<file path="config.mk">
export PLATFORM = sky130hd
export DESIGN_NAME = vector_alu_sequencer
export DESIGN_NICKNAME = d
export VERILOG_FILES = /design/src/rtl/vector_pkg.sv /design/src/rtl/vector_alu_sequencer.sv
export SDC_FILE = /design/constraint.sdc
export NUM_CORES = 1
export LEC_CHECK = 0
export ABC_AREA = 1
export BUFFER_PORTS_ARGS = -buffer_cell sky130_fd_sc_hd__buf_2
export CAP_MARGIN = 20
export CELL_PAD_IN_SITES_DETAIL_PLACEMENT = 1
export CELL_PAD_IN_SITES_GLOBAL_PLACEMENT = 1
export CORE_MARGIN = 5
export CORE_UTILIZATION = 19
export CTS_CLUSTER_DIAMETER = 200
export DETAILED_ROUTE_END_ITERATION = 8
export HOLD_SLACK_MARGIN = 0.03
export PLACE_DENSITY_LB_ADDON = 0.1
export SYNTH_ARGS = -nofsm -noshare
export SYNTH_HDL_FRONTEND = slang
export SYNTH_SLANG_ARGS = --single-unit
</file>
<file path="constraint.sdc">
create_clock -name clk_i -period 1.6 [get_ports clk_i]
set_input_delay 0.08 -clock clk_i [delete_from_list [all_inputs] [get_ports clk_i]]
set_output_delay 0.08 -clock clk_i [all_outputs]
set_load 0.01 [all_outputs]
</file>
<file path="src/rtl/vector_pkg.sv">
// Shared vector-unit types: ALU op encodings and sequencer states.
package vector_pkg;

  typedef enum logic [1:0] {
    eAdd  = 2'd0,
    eSub  = 2'd1,
    eMult = 2'd2
  } op_e;

  typedef enum logic [1:0] {
    eIdle  = 2'd0,
    eRun   = 2'd1,
    eDrain = 2'd2,
    eDone  = 2'd3
  } state_e;

  // Encoding 3 has no ALU meaning; a command carrying it is reported as an error.
  localparam int op_illegal_c = 3;

endpackage

</file>
<file path="src/rtl/vector_alu_sequencer.sv">
// Element-by-element sequencer: reads operand pairs from an external register
// file, streams them through an external ALU and writes results back, one
// element per cycle, then reports accumulated ALU flags until acknowledged.
module vector_alu_sequencer
  import vector_pkg::*;
#(
  parameter int vdw_p    = 32,
  parameter int op_len_p = 2,
  parameter int vlen_p   = 8,
  localparam int lw      = $clog2(vlen_p + 1),
  localparam int iw      = $clog2(vlen_p)
) (
  input  logic                clk_i,
  input  logic                reset_n_i,
  input  logic                cmd_v_i,
  output logic                cmd_ready_o,
  input  logic [op_len_p-1:0] cmd_op_i,
  input  logic [lw-1:0]       cmd_len_i,
  output logic                rd_v_o,
  output logic [iw-1:0]       rd_idx_o,
  input  logic [vdw_p-1:0]    rd_a_i,
  input  logic [vdw_p-1:0]    rd_b_i,
  output logic [vdw_p-1:0]    alu_a_o,
  output logic [vdw_p-1:0]    alu_b_o,
  output logic [op_len_p-1:0] alu_op_o,
  input  logic [vdw_p-1:0]    alu_result_i,
  input  logic                alu_ovf_i,
  input  logic                alu_zero_i,
  input  logic                alu_neg_i,
  output logic                wr_v_o,
  output logic [iw-1:0]       wr_idx_o,
  output logic [vdw_p-1:0]    wr_data_o,
  output logic                done_v_o,
  input  logic                done_yumi_i,
  output logic                done_ovf_o,
  output logic                done_zero_o,
  output logic                done_neg_o,
  output logic                done_err_o
);

  state_e              state_q;
  logic [lw-1:0]       count_q;
  logic [lw-1:0]       len_q;
  logic [op_len_p-1:0] op_q;
  logic                dly_v_q;
  logic [iw-1:0]       dly_idx_q;
  logic                ovf_q, zero_q, neg_q, err_q;

  logic                accept;
  logic                cmd_illegal;
  logic [lw-1:0]       len_sat;
  logic                last_issue;

  assign cmd_ready_o = (state_q == eIdle);
  assign accept      = cmd_v_i & cmd_ready_o;
  assign cmd_illegal = (cmd_op_i == op_len_p'(op_illegal_c));
  assign len_sat     = (cmd_len_i > lw'(vlen_p)) ? lw'(vlen_p) : cmd_len_i;
  assign last_issue  = (count_q == len_q - lw'(1));

  // Control FSM: latch the command, issue one read per cycle, drain the last
  // write, then hold completion until the consumer takes it.
  always_ff @(posedge clk_i or negedge reset_n_i) begin
    if (!reset_n_i) begin
      state_q <= eIdle;
      count_q <= '0;
      len_q   <= '0;
      op_q    <= '0;
    end else begin
      case (state_q)
        eIdle: begin
          if (accept) begin
            op_q    <= cmd_op_i;
            len_q   <= len_sat;
            count_q <= '0;
            state_q <= (len_sat == '0 || cmd_illegal) ? eDone : eRun;
          end
        end
        eRun: begin
          count_q <= count_q + lw'(1);
          if (last_issue) state_q <= eDrain;
        end
        eDrain: state_q <= eDone;
        eDone: begin
          if (done_yumi_i) state_q <= eIdle;
        end
        default: state_q <= eIdle;
      endcase
    end
  end

  // Delay the read strobe and index by the register-file latency so the write
  // lines up with the operands arriving at the ALU.
  always_ff @(posedge clk_i or negedge reset_n_i) begin
    if (!reset_n_i) begin
      dly_v_q   <= 1'b0;
      dly_idx_q <= '0;
    end else begin
      dly_v_q   <= (state_q == eRun);
      dly_idx_q <= (state_q == eRun) ? count_q[iw-1:0] : '0;
    end
  end

  // Summary flags: reset on acceptance (zero starts true so an empty vector
  // reports zero), then folded in with every write.
  always_ff @(posedge clk_i or negedge reset_n_i) begin
    if (!reset_n_i) begin
      ovf_q  <= 1'b0;
      zero_q <= 1'b0;
      neg_q  <= 1'b0;
      err_q  <= 1'b0;
    end else if (accept) begin
      ovf_q  <= 1'b0;
      zero_q <= 1'b1;
      neg_q  <= 1'b0;
      err_q  <= cmd_illegal;
    end else if (dly_v_q) begin
      ovf_q  <= ovf_q | alu_ovf_i;
      zero_q <= zero_q & alu_zero_i;
      neg_q  <= neg_q | alu_neg_i;
    end
  end

  assign rd_v_o      = (state_q == eRun);
  assign rd_idx_o    = rd_v_o ? count_q[iw-1:0] : '0;

  assign alu_a_o     = cmd_ready_o ? '0 : rd_a_i;
  assign alu_b_o     = cmd_ready_o ? '0 : rd_b_i;
  assign alu_op_o    = cmd_ready_o ? '0 : op_q;

  assign wr_v_o      = dly_v_q;
  assign wr_idx_o    = dly_v_q ? dly_idx_q : '0;
  assign wr_data_o   = dly_v_q ? alu_result_i : '0;

  assign done_v_o    = (state_q == eDone);
  assign done_ovf_o  = ovf_q;
  assign done_zero_o = zero_q;
  assign done_neg_o  = neg_q;
  assign done_err_o  = err_q;

endmodule

</file>
==> impl_metrics.tcl <==
set metrics [dict create \
    antenna_found_initial 0 \
    cp_top_family "buffers and inverters" \
    finClkSkew_ns 0.00225 \
    area_delta_synth_final_pct 74.4 \
    core_um2 9680 \
    worstMarginPinSlew_ns 0.467 \
    place_inst 689 \
    drv_slew 0 \
    layout-drive-gt1-share_pct 47.6 \
    maxCapViolCount 0 \
    timing.final.crit_share_pct 92.4 \
    num-fill-cells 1368 \
    r2r_slack_ns 0.13 \
    power_mw 5.12 \
    path_cells "inv_2 > ha_4 > buf_4 > nor2_1 > buf_2" \
    die-area_um2 11900 \
    hold_viol_final 0 \
    synth_top_area_share_pct 26.8 \
    path_buf_inv 3 \
    synth_ff_type "dfrtp_1" \
    drt_wl_total_um 8840 \
    grt_usage_pct 13.4 \
    setup_viol 0 \
    final_antenna_net_count 0 \
    leakage_nw 2.45 \
    placed_area_um2 3100 \
    holdCritPathClass "in2reg" \
    numCtsBuffers 3 \
    port_buffers 220 \
    rsz0062_at_grt "no" \
    die_h_um 109 \
    syn_area_um2 1870 \
    n_antenna_cell 0 \
    end_kind "primary output" \
    grt_remaining_overflow 0 \
    synth.yosys.seq_area_share_pct 26.8 \
    vias 2711 \
    post-dp-hpwl_um 7480 \
    wl_per_cell_um 12.6 \
    io-pin-count 221 \
    syn_area_per_cell_um2 5.43 \
    vdd_drop_max_mv 0.665 \
    rows 36 \
    slowest_delay_ns 0.42 \
    grt_first_pass_wirelength_um 12800 \
    synthTopCellsByArea "dfrtp_1 27%, inv_1 21%, nor2_1 15%" \
    path_clk_slew_ns 0.07 \
    yosysWarningCount 0 \
    drt_iter0_markers 115 \
    tritoncts "built" \
    timing.fmax_mhz 676 \
    synth_cells 344 \
    vias_per_cell 3.87 \
    synth_edf_count 0 \
    cellPowerDensity_nw_per_um2 1570 \
    synth_cell_type_count 23 \
    ys_ff_latch 20 \
    layout_min_cycle_time_ns 1.48 \
    grt_max_degree 40 \
    arrival_ns 1.40 \
    worstSetupStartpointType "flip-flop" \
    dieWidth_um 109 \
    grt_pass1_vias 2674 \
    worstPathMaxFanout 15 \
    crit_slowest_cell "dfrtp_1" \
    layout_setup_ws_ns 0.122 \
    final_util_pct 33.7 \
    cts_max_level 1 \
    gp_congestion 0.726 \
    holdWs_ns 0.0475 \
    synth_fp_nets 459 \
    layout.cells.non_filler 700 \
    final_nets 684 \
    async_reset_ff_share_pct 100 \
    status "finished clean" \
    clk-insertion-delay-late_ns 0.26 \
    initial_core_util_pct 19.3 \
    yosysTopAreaCell "dfrtp_1" \
    timing.slew.headroom_pct 68.9 \
    drt-pass1-iter-count 3 \
    cp.required_ns 1.52 \
    setup_tns_ns 0 \
    dpl_worst_slack_ns 0.114 \
    path_class "reg2out" \
    final_area_um2 3260 \
    cts_buffer_depth 2 \
    clkSinkCount 20 \
    drc 0 \
    ctsRootBufferMaster "clkbuf_8" \
]
==> flip-flops by register name (all words and copies together) (netlist names) <==
register,cells
count_q,4
done_zero_o,1
dly_idx_q,3
state_q,2
len_q,4
wr_v_o,1
done_err_o,1
op_q,2
done_ovf_o,1
done_neg_o,1
==> synthesized netlist by cell type, types with 2 or more instances <==
cell type	n
inv_1	107
a21oi_1	2
nor2_1	76
o21ai_1	10
nand2_1	67
ha_1	6
buf_4	4
buf_2	5
buf_1	2
inv_2	20
dfrtp_1	20
nand2_2	4
o22ai_1	3
nand3_1	9
==> cell usage in the layout, fill, tap and decap left out, drive strengths merged <==
cell,synthesis,final
buf,12,232
inv,127,127
nor2,77,77
nand2,71,71
dfrtp,20,20
o21ai,11,11
nand3,9,9
ha,6,6
o22ai,3,3
clkbuf,1,3
a21oi,2,2
o21a,1,1
clkinv,1,1
or2,1,1
a31oi,1,1
xor2,1,1
dlygate4sd3,0,1
==> final timing paths <==
path / from / to / depth (start not counted)
setup reg to reg: len_q[0] / state_q[1] / 12
hold / removal: alu_zero_i / done_zero_o / 3
min in group asynchronous: reset_n_i / count_q[2] / 2
hold reg to reg: done_zero_o / done_zero_o / 2
max in group asynchronous: reset_n_i / len_q[3] / 2
setup / recovery: state_q[0] / alu_a_o[21] / 5
==> layer usage <==
layer / global-route usage, % / part of all wire (%)
met5: 0 / 0
met1: 14.3 / 36
met3: 3.26 / 10
met4: 4.63 / 2.2
met2: 25.6 / 51
==> kinds of logic after synthesis <==
family | share of synthesized area (%)
and+or+nand+nor | 33.1
buffers and inverters | 30.3
DFF | 26.8
AOI/OAI and AO/OA | 5.29
adders and majority gates | 4.02
xor gates and xnor gates | 0.469
==> worst register-to-register path, cell delays in order (launching register included) <==
cell,delay (ns)
dfrtp_1,0.39
inv_2,0.12
ha_4,0.22
nand2_1,0.06
inv_1,0.04
nor2_1,0.08
nand2_1,0.05
nor2_1,0.09
nand2_1,0.06
nand2_2,0.09
nand2_2,0.06
nand2_1,0.06
nand2_1,0.05
==> layout make-up <==
class | instances | area, um2 | share of cell area (%)
sequential | 20 | 500 | 15.4
inverter | 128 | 480 | 14.7
multi-input combinational | 183 | 837 | 25.7
tap | 133 | 166 | 5.11
timing repair buffer | 233 | 1230 | 37.9
clock buffer | 3 | 41.3 | 1.27
==> where the power goes <==
group | internal (mW) | leakage (nW) | switching [mW]
Sequential | 0.709 | 0.256 | 0.156
Combinational | 1.62 | 2.17 | 2.30
Clock | 0.168 | 0.0216 | 0.162
==> what timing repair did <==
action	in CTS	in global routing
setup endpoints to repair	66	30
setup buffers	1	5
hold endpoints to repair	20	0
gates cloned	1	0
gates resized for setup	3	7
hold buffers	1	0
pin swaps	1	0
Note: power is estimated with default switching activity, not from simulation.
